<file path="src/rtl/ifetch_ctrl.sv">
// Fetch controller: owns the fetch address and drives a variable-latency req/gnt/rvalid
// instruction port into a one-entry output slot. Optional stall counter via IFC_PERF_CNT_EN.
module ifetch_ctrl #(
  parameter logic [31:0] RESET_PC  = 32'h0000_0000,
  parameter int          TIMEOUT   = 255,
  parameter logic [31:0] NOP_INSTR = 32'h0000_0013
) (
  input  logic        clk,
  input  logic        rstn,
  input  logic        pipe_stall,
  input  logic        redirect,
  input  logic [31:0] redirect_pc,
  output logic        mem_req,
  output logic [31:0] mem_addr,
  input  logic        mem_gnt,
  input  logic        mem_rvalid,
  input  logic [31:0] mem_rdata,
  output logic [31:0] instr_out,
  output logic        instr_valid,
  output logic [31:0] pc_out,
  output logic [31:0] pcnext_out,
  output logic        fetch_stall,
  output logic        fetch_err,
  output logic [31:0] perf_stall_cnt
);

  typedef enum logic [1:0] {REQ, WAIT, ERR} state_t;

  localparam logic [15:0] TO_LAST = 16'(TIMEOUT - 1);

  state_t      state_q, state_d;
  logic [31:0] fa_q, fa_d;
  logic        valid_q, valid_d;
  logic        kill_q, kill_d;
  logic [15:0] cnt_q, cnt_d;
  logic        load;
  logic [31:0] instr_q, pc_q, pcnext_q;

  function automatic logic [31:0] align_word(input logic [31:0] a);
    return {a[31:2], 2'b00};
  endfunction

  always_comb begin
    state_d = state_q;
    fa_d    = fa_q;
    valid_d = valid_q;
    kill_d  = kill_q;
    cnt_d   = cnt_q;
    load    = 1'b0;
    mem_req = 1'b0;

    if (valid_q && !pipe_stall) valid_d = 1'b0;

    case (state_q)
      REQ: begin
        // Hold off only when the slot is full and will not drain this cycle.
        mem_req = rstn && !(valid_q && pipe_stall);
        if (mem_req && mem_gnt) begin
          state_d = WAIT;
          cnt_d   = '0;
          kill_d  = redirect;
        end
      end
      WAIT: begin
        if (mem_rvalid) begin
          state_d = REQ;
          kill_d  = 1'b0;
          if (!kill_q && !redirect) begin
            load    = 1'b1;
            valid_d = 1'b1;
            fa_d    = fa_q + 32'd4;
          end
        end else begin
          if (redirect) kill_d = 1'b1;
          if (cnt_q == TO_LAST) state_d = ERR;
          else                  cnt_d   = cnt_q + 16'd1;
        end
      end
      ERR: valid_d = 1'b0;
      default: state_d = REQ;
    endcase

    // A redirect always wins: retarget and flush the slot, stalled or not.
    if (redirect) begin
      fa_d    = align_word(redirect_pc);
      valid_d = 1'b0;
    end
  end

  always_ff @(posedge clk or negedge rstn) begin
    if (!rstn) begin
      state_q  <= REQ;
      fa_q     <= RESET_PC;
      valid_q  <= 1'b0;
      kill_q   <= 1'b0;
      cnt_q    <= '0;
      pc_q     <= '0;
      pcnext_q <= '0;
    end else begin
      state_q <= state_d;
      fa_q    <= fa_d;
      valid_q <= valid_d;
      kill_q  <= kill_d;
      cnt_q   <= cnt_d;
      if (load) begin
        pc_q     <= fa_q;
        pcnext_q <= fa_q + 32'd4;
      end
    end
  end

  always_ff @(posedge clk) begin
    if (load) instr_q <= mem_rdata;
  end

  assign mem_addr    = fa_q;
  assign instr_valid = valid_q;
  assign instr_out   = valid_q ? instr_q : NOP_INSTR;
  assign pc_out      = pc_q;
  assign pcnext_out  = pcnext_q;
  assign fetch_stall = !valid_q;
  assign fetch_err   = (state_q == ERR);

`ifdef IFC_PERF_CNT_EN
  function automatic logic [31:0] sat_inc32(input logic [31:0] v);
    return (v == 32'hFFFF_FFFF) ? v : v + 32'd1;
  endfunction

  logic [31:0] perf_q;

  always_ff @(posedge clk or negedge rstn) begin
    if (!rstn)                            perf_q <= '0;
    else if (!valid_q && state_q != ERR)  perf_q <= sat_inc32(perf_q);
  end

  assign perf_stall_cnt = perf_q;
`else
  assign perf_stall_cnt = '0;
`endif

endmodule

</file>
<file path="config.mk">
export PLATFORM = sky130hd
export DESIGN_NAME = ifetch_ctrl
export DESIGN_NICKNAME = d
export VERILOG_FILES = /design/src/rtl/ifetch_ctrl.sv
export SDC_FILE = /design/constraint.sdc
export NUM_CORES = 1
export LEC_CHECK = 0
export BUFFER_PORTS_ARGS = -buffer_cell sky130_fd_sc_hd__buf_2
export CORE_ASPECT_RATIO = 1.4
export CORE_UTILIZATION = 30
export CTS_CLUSTER_DIAMETER = 80
export DETAILED_ROUTE_END_ITERATION = 8
export PLACE_DENSITY = 0.66
export SYNTH_ARGS = -nofsm -noshare
export SYNTH_HDL_FRONTEND = slang
export SYNTH_SLANG_ARGS = --single-unit
</file>
<file path="constraint.sdc">
create_clock -name clk -period 2.76 [get_ports clk]
set_clock_uncertainty 0.2 [all_clocks]
set_input_delay 0.69 -clock clk [delete_from_list [all_inputs] [get_ports clk]]
set_output_delay 0.69 -clock clk [all_outputs]
set_load 0.03 [all_outputs]
</file>
==> results of run 1 <==
-- cell families (layout without fill, tap and decap cells) --
| family | count (synthesis) | count (layout) | synth area share [%] |
|---|---|---|---|
| other | 1 | 39 | 0.05144 |
| buffers and inverters | 98 | 261 | 8.119 |
| AO/OA/AOI/OAI | 94 | 94 | 7.776 |
| AND/OR/NAND/NOR | 333 | 333 | 24.31 |
| XOR/XNOR | 60 | 60 | 7.209 |
| flip-flops | 142 | 142 | 50.94 |
| adder cells (fa/ha/maj) | 6 | 6 | 1.030 |
| multiplexers | 4 | 4 | 0.5664 |
-- worst max-delay path: stages --
cell	delay, ns
dlygate4sd3_1	0.52
buf_4	0.20
and3_1	0.17
buf_2	0.19
-- placed cells by master (no fill, tap or decap), drive strengths merged, types with 4 or more instances in the layout --
| cell type | Yosys | final |
|---|---|---|
| nor4 | 20 | 20 |
| and3 | 7 | 7 |
| xor2 | 13 | 13 |
| ha | 6 | 6 |
| o211ai | 4 | 4 |
| and4 | 5 | 5 |
| a21oi | 6 | 6 |
| clkbuf | 19 | 21 |
| clkinv | 0 | 4 |
| nand2 | 173 | 173 |
| nand4 | 16 | 16 |
| buf | 66 | 215 |
| inv | 13 | 16 |
| o21ai | 66 | 66 |
| nor2 | 23 | 23 |
| xnor2 | 47 | 47 |
| dfrtp | 110 | 110 |
| edfxtp | 32 | 32 |
| and2 | 34 | 34 |
| nor3 | 18 | 18 |
| o21a | 4 | 4 |
| conb | 1 | 38 |
| nand2b | 6 | 6 |
| nand3 | 18 | 18 |
-- what timing repair did --
action | CTS | global route
buffers inserted | 0 | 0
resized for setup | 0 | 0
endpoints found under the setup margin | 0 | 0
hold endpoints to repair | 4 | 0
hold buffers | 1 | 0
-- through the flow --
stage / cells / instance area [um^2]
after floorplan: 775 / 7430
after global placement: 1215 / 8439
after detailed placement: 1215 / 8439
after CTS: 1248 / 9035
after global routing: 1249 / 9037
final: 1249 / 9037
-- layout make-up --
cell class | instances | area, um^2 | area share, %
flip-flops and latches | 142 | 3714 | 41.09
multi-input cells | 535 | 3131 | 34.64
repair buffers | 216 | 1169 | 12.93
clock buffers | 21 | 483.0 | 5.344
well taps | 310 | 387.9 | 4.292
clock inverters | 11 | 102.6 | 1.135
inverters | 13 | 48.80 | 0.5399
diodes | 1 | 2.502 | 0.02769
-- power by group through the flow --
stage / clock network, W / logic (W) / registers (W)
6_report: 0.00228 / 0.00277 / 0.00298
4_1_cts: 0.00235 / 0.00281 / 0.00298
3_5_place_dp: 0 / 0.00280 / 0.00302
5_1_grt: 0.00243 / 0.00300 / 0.00304
3_3_place_gp: 0 / 0.00278 / 0.00300
2_1_floorplan: 0 / 0.00111 / 0.00382
-- worst paths after layout --
path                            cells past startpoint  slack [ns]            end           from
max in group asynchronous                           3        1.11  pcnext_out[3]           rstn
worst min register to register                      2        0.27     pc_out[28]     pc_out[28]
worst max-delay path                                4        0.09        mem_req           rstn
worst min-delay path                                1        0.24    instr_q[29]  mem_rdata[29]
min in group asynchronous                           2        0.44     state_q[1]           rstn
worst max register to register                      7        0.28       cnt_q[5]     state_q[1]
-- per-layer routing --
metal  vias up  routed length (um)  global-route usage (%)
li1       2778                   -                       -
met1      2709                7749                   18.72
met2       183                9841                   26.98
met3        24                1146                   4.700
met4         0                 386                   6.294
met5         -                   0                       0
-- sequential cells by signal, indices dropped and copies added, names as in the netlist --
name         flops
pcnext_out      30
pc_out          30
mem_addr        30
instr_q         32
cnt_q           16
state_q          2
kill_q           1
instr_valid      1
==> metrics, run 1 <==
Initial Utilization between 30% and 40%; worst hold margin ~0.24 ns; part of the cycle the worst path needs 96.74%; setup_tns 0 ns; setup slack after placement roughly 0.30 ns; count leader, synth nand2_1; Flop pwr share a little under two fifths; Slew Limit Fails 0; PortBufs 193; first-pass GRT wire length about 30 mm; Num CTS Buffers 17; pwr dens between 800 and 900 nW/um^2; max-cap viol count 0; Fmax 374.5 MHz; worst hold path class primary input to register; share of cells above drive strength 1 a little under a third; switching power approximately 0.0033 W; IO Pins roughly 230; vias around 5.7k; initial antenna violation count 1; vias in the first global route 5,468; worst setup margin roughly 0.09 ns; Fill cells ~2.4k; clock sinks 142; Power Internal between 0.004 and 0.005 W; Setup CP Type primary input to primary output; CTS root buf clkbuf_16; main flop type after synthesis dfrtp_1; GRT Total Usage around 16%; critical path arrival about 1.8 ns; CP Data Required Time 1.87 ns; synthesized area 7289 um^2; fin nets roughly 1k; die width between 100 and 150 um; Hold Fails Final Rpt 0; synth cell count leaders 171 x nand2_1, 110 x dfrtp_1, 47 x xnor2_1, 45 x buf_4, 38 x o21ai_1; part of the power in the clock network around 28%; Core Region 23,890 um^2; gp weighted congestion approximately 0.85; Die ar. 24,930 um^2; Pre-Repair DR Iteration Count 4; H-tree levels 4; syn_area_per_cell approximately 9.9 um^2; top post-synthesis cells by area dfrtp_1 38%, edfxtp_1 13%, nand2_1 8.8%; largest net degree at the start of global routing between 100 and 150; critical path launch point type primary input; area leader, netlist dfrtp_1; outcome finished clean; clk buf depth 2; Total Routed Length 19.12 mm; Slew headroom about 60%; combinational cell fraction of total power between 30% and 40%; post-route ant nets 0; wire per inst approximately 15 um; Sw Share roughly two fifths; FFs w/ async S/R, synth slightly below 80%; Gate Count Post-Synth around 740; share of the synthesized area in the top cell type between 30 and 40%; Row Count 67; CP endpoint kind primary output; CTS tree built; Worst-Skew Late Latency between 0.4 and 0.5 ns; Tightest Pin Transition approximately 0.6 ns; Layout area overhead 23.98%; crit path max fanout 10; RSZ-0062 raised after global routing false; Reg clk slew, reported paths around 0.06 ns; static leakage 4.121 nW; first-iteration detailed-routing DRC count between 200 and 250; post-synth cell types 61; Vias/cell roughly 4.6; Final Util a little under two fifths; GRT overflow 0; number of flops mapped to enable cells by yosys 32; Seq cells post-synth around 140; HPWL Detailed approximately 14 mm; total power between 0.008 and 0.009 W; drc violations 0; Chip Height 186.4 um; Period minus WS final around 2.7 ns; Synth warnings 0; sequential share of the synthesized area slightly above 50%; final setup fails 0; Peak supply drop ~0.00048 V
No activity file was read; power rests on OpenSTA's default activity.
==> inputs of run 2 (changes only) <==
--- a/config.mk
+++ b/config.mk
@@ -7,10 +7,10 @@
 export LEC_CHECK = 0
 export BUFFER_PORTS_ARGS = -buffer_cell sky130_fd_sc_hd__buf_2
 export CORE_ASPECT_RATIO = 1.4
-export CORE_UTILIZATION = 30
+export CORE_UTILIZATION = 40
 export CTS_CLUSTER_DIAMETER = 80
 export DETAILED_ROUTE_END_ITERATION = 8
-export PLACE_DENSITY = 0.66
+export PLACE_DENSITY = 0.8
 export SYNTH_ARGS = -nofsm -noshare
 export SYNTH_HDL_FRONTEND = slang
 export SYNTH_SLANG_ARGS = --single-unit
==> metrics, run 2 (synthesis results as in run 1) <==
Fmax about 400 MHz; worst hold path class primary input to async pin; post-route insts no fill 1,176; CTS root buf clkbuf_16; Setup CP Type register to register; Initial Utilization roughly two fifths; Reg clk slew, reported paths roughly 0.06 ns; Total Routed Length 18.08 mm; H-tree levels 4; largest net degree at the start of global routing 104; first-iteration detailed-routing DRC count roughly 330; CTS tree built; Biggest register instr_q; Pre-Repair DR Iteration Count 4; first-pass GRT wire length about 29 mm; Vias/cell 4.922; Critical R2R Launch state_q[0]; R2R setup slack 0.25 ns; initial antenna violation count 2; pwr dens between 800 and 900 nW/um^2; Fill cells between 1.5k and 2k; commonest cells after routing, fill and taps aside 192 x buf_2, 171 x nand2_1, 110 x dfrtp_1; Reg2Reg Capture Point pc_out[18]; Tightest Pin Transition roughly 0.9 ns; critical path's slowest cell buf_4; Worst Reg-to-Reg Cells 5; IO Pins 234; clk buf depth 2; static leakage 4.092 nW; max-cap viol count 0; commonest non-fill, non-tap cell in the layout buf_2; Cells after DPL 1,141; setup_tns 0 ns; GRT Total Usage between 10% and 20%; max reg flops 32; post-route ant nets 0; Hold Fails Final Rpt 0; outcome finished clean; Row Count just under 60; PortBufs 193; Peak supply drop 0.0003905 V; CP Data Required Time between 2 and 3 ns; Final Cell Area 8915 um^2; part of the cycle the worst path needs between 90% and 100%; Slew headroom roughly 39%; fin nets 997; crit path max fanout 92; HPWL Detailed 12.64 mm; CP peak stage delay approximately 0.71 ns; gp weighted congestion 0.8948; worst setup margin between 0.2 and 0.3 ns; clock sinks 142; critical path launch point type register; Die ar. around 19,000 um^2; drc violations 0; Core Region approximately 18,000 um^2; Slew Limit Fails 0; Worst-Skew Late Latency 0.42 ns; Num CTS Buffers 17; vias 5,788; placed cell area 8322 um^2; total power 0.007941 W; RSZ-0062 raised after global routing false; share of cells above drive strength 1 30.30%; setup slack after placement 0.2267 ns; crit path cell chain ha_1 > and3b_1 > nand2b_4 > buf_4 > o21ai_0; Period minus WS final ~2.5 ns; CP endpoint kind register; Layout area overhead 22.30%; critical path arrival approximately 2.5 ns; vias in the first global route ~5.6k; GRT overflow 0; die width 116.1 um; final setup fails 0; Chip Height ~160 um; wire per inst approximately 15 um
-- run 2: cell types whose count changed in the layout (fill, tap and decap cells not counted), moves of 2 or more --
cell,change
clkbuf_16,-2
inv_8,+3
clkinv_2,-3
clkbuf_1,-2
buf_4,-4
clkinv_4,+2
-- run 2: how the worst max path moves through the flow --
stage / slack (ns) / cells after the start / startpoint / to
after global placement: 0.26 / 7 / state_q[1] / cnt_q[5]
after floorplan: 0.32 / 6 / mem_rvalid / instr_q[0]
after global routing: 0.04 / 6 / state_q[1] / pc_out[18]
final: 0.25 / 5 / state_q[0] / pc_out[18]
after CTS: 0.21 / 7 / state_q[1] / cnt_q[5]
after detailed placement: 0.23 / 7 / state_q[1] / cnt_q[5]
-- run 2: through the flow --
step                      utilization, %  hold slack [ns]
after CTS                          49.70           0.2282
after detailed placement           46.43           0.2573
after global routing               49.73           0.2263
final                              49.73           0.2468
after floorplan                        -           0.1944
after global placement             46.43           0.2546
-- run 2: power breakdown --
group          leakage, nW  total, W  internal, W  switching (W)
logic                 2.13   0.00273     0.000765        0.00197
registers             1.69   0.00297      0.00265       0.000312
clock network        0.274   0.00224      0.00127       0.000972
-- run 2: area by class of cell --
type / count / area, um^2 / area share [%]
inverters: 13 / 48.80 / 0.5474
clock inverters: 15 / 151.4 / 1.698
multi-input cells: 535 / 3132 / 35.13
flip-flops and latches: 142 / 3714 / 41.66
well taps: 240 / 300.3 / 3.368
clock buffers: 17 / 425.4 / 4.772
diodes: 2 / 5.005 / 0.05614
repair buffers: 212 / 1139 / 12.77
-- run 2: repair_timing --
action	in CTS	in global routing
setup buffers	0	0
endpoints found under the setup margin	0	1
hold buffers	1	0
resized for setup	0	1
endpoints found under the hold margin	7	0
-- run 2: worst max-delay path: cells and delay by family, from the launching register on --
family	cells	cell delay, ns
buffers and inverters	1	0.71
flip-flops	1	0.40
AND/OR/NAND/NOR	2	0.38
adder cells (fa/ha/maj)	1	0.33
AO/OA/AOI/OAI	1	0.28
-- run 2: metal layers --
metal,routed length [um],GRT usage (%),vias up
li1,-,-,2783
met1,7415,23.42,2765
met2,9220,33.69,198
met5,0,0,-
met4,739,11.31,0
met3,703,2.948,42
==> inputs of run 3 (changes only) <==
==> config.mk (replaced) <==
export PLATFORM = sky130hd
export DESIGN_NAME = ifetch_ctrl
export DESIGN_NICKNAME = d
export VERILOG_FILES = /design/src/rtl/ifetch_ctrl.sv
export SDC_FILE = /design/constraint.sdc
export NUM_CORES = 1
export LEC_CHECK = 0
export CORE_ASPECT_RATIO = 1.4
export CORE_UTILIZATION = 40
export CTS_CLUSTER_DIAMETER = 80
export DETAILED_ROUTE_END_ITERATION = 8
export DONT_BUFFER_PORTS = 1
export PLACE_DENSITY = 0.68
export SYNTH_ARGS = -nofsm -noshare
export SYNTH_HDL_FRONTEND = slang
export SYNTH_SLANG_ARGS = --single-unit
==> metrics, run 3 (synthesis results as in run 1) <==
outcome finished, violations left; violated checks design-rule violations, negative hold slack; GRT overflow 0; fin nets ~830; clk buf depth 2; Hold Fails Final Rpt 110; pwr dens 928.2 nW/um^2; commonest non-fill, non-tap cell in the layout nand2_1; Vias/cell between 5 and 6; critical path launch point type register; share of cells above drive strength 1 between 10% and 20%; Reg clk slew, reported paths roughly 0.070 ns; CP Capture Point mem_req; post-route ant nets 0; Worst-Skew Late Latency ~0.42 ns; vias 5,081; Row Count 58; wire per inst around 17 um; WL met3 between 1 and 1.5 mm; vias in the first global route between 4k and 5k; uppermost routed layer met4; Chip Height roughly 160 um; static leakage 3.349 nW; IO Pins 234; CTS tree built; CP endpoint kind primary output; largest net degree at the start of global routing between 100 and 150; Setup CP Type register to primary output; Layout area overhead 11.16%; Slew Limit Fails 0; max reg flops 32; CP Data Required Time between 1.5 and 2 ns; CTS root buf clkbuf_16; initial antenna violation count 0; met2 WL post-DR 9.173 mm; CP Launch Point state_q[0]; final setup fails 0; Pre-Repair DR Iteration Count 7; critical path arrival roughly 1.6 ns; part of the cycle the worst path needs around 90%; Biggest register instr_q; Total Routed Length 17.41 mm; PortBufs 0; Period minus WS final 2.499 ns; gp weighted congestion 0.8116; first-iteration detailed-routing DRC count 363; Fmax 400.1 MHz; first-pass GRT wire length 26.87 mm; max-cap viol count 0; Tightest Pin Transition 0.7163 ns; Cells after DPL between 900 and 1k; critical path's slowest cell dfrtp_1; Core Region ~18,000 um^2; DRT met1 WL 6.603 mm; Peak supply drop roughly 0.00041 V; Num CTS Buffers 17; Top Family by Delay on Critical Path flip-flops; Worst Reg-to-Reg Cells 7; Slew headroom a little over half; clock sinks between 100 and 150; Initial Utilization 40.67%; commonest cells after routing, fill and taps aside 171 x nand2_1, 110 x dfrtp_1, 47 x xnor2_1; RSZ-0062 raised after global routing false; Reg2Reg Capture Point pcnext_out[11]; drc violations 2; R2R setup slack about 0.38 ns; crit path cell chain inv_1 > ha_1 > and3_1; number of buffers and inverters on the critical path 1; setup slack after placement 0.3470 ns; crit path max fanout 6; Final Util 45.20%; HPWL Detailed 12.39 mm; post-route insts no fill between 1k and 1.5k; Die ar. 18,770 um^2; worst setup margin between 0.2 and 0.3 ns; worst hold margin -0.2378 ns; diode count 0; GRT Total Usage roughly a fifth; H-tree levels 4; Critical R2R Launch state_q[1]; die width 116.1 um; Levels on crit path 3; worst hold path class primary input to async pin; CP peak stage delay roughly 0.4 ns; setup_tns 0 ns
-- run 3: cell count changes in the layout (fill, tap and decap cells not counted), moves of 2 or more --
cell,previous run,this run
buf_2,192,0
buf_4,17,39
clkbuf_16,17,20
inv_8,3,0
diode_2,2,0
inv_6,4,2
-- run 3: worst min-delay path by stage --
stage | cells past startpoint | end | slack [ns]
final | 0 | mem_addr[27] | -0.24
after global routing | 0 | pc_out[29] | -0.25
after detailed placement | 0 | pc_out[27] | 0.20
after global placement | 0 | pc_out[29] | 0.20
after CTS | 0 | pc_out[27] | -0.25
after floorplan | 0 | cnt_q[0] | 0.19
-- run 3: worst reg2reg max path, delay by kind of cell, from the launching register on --
kind,cells,cell delay (ns)
flip-flops,1,0.37
buffers and inverters,3,0.81
adder cells (fa/ha/maj),1,0.19
AO/OA/AOI/OAI,1,0.23
AND/OR/NAND/NOR,2,0.42
-- run 3: repair_timing --
action | CTS | global route
endpoints found under the hold margin | 110 | 110
resized for setup | 0 | 0
setup buffers | 0 | 0
-- run 3: layer usage --
metal	global-route usage, %	vias to the layer above
met3	6.045	19
met2	33.47	180
met5	0	-
met1	20.72	2452
met4	6.702	0
li1	-	2430
-- run 3: metrics by stage --
step	instance area, um^2	total power [W]
4_1_cts	8103	0.007607
3_5_place_dp	7506	0.005311
5_1_grt	8103	0.007914
3_3_place_gp	7506	0.005260
2_1_floorplan	7430	0.004925
6_report	8103	0.007521
-- run 3: cell type report --
class,count,area [um^2]
fill,1707,9822
sequential,142,3714
multi-input combinational,535,3131
clock buffer,23,525.5
timing repair buffer,40,312.8
tap,240,300.3
clock inverter,9,71.32
inverter,13,48.80
-- run 3: power by group --
part	switching [W]	internal, W
Sequential	0.00115	0.00264
Combinational	0.000996	0.000463
Clock	0.000913	0.00135
Total	0.00306	0.00446
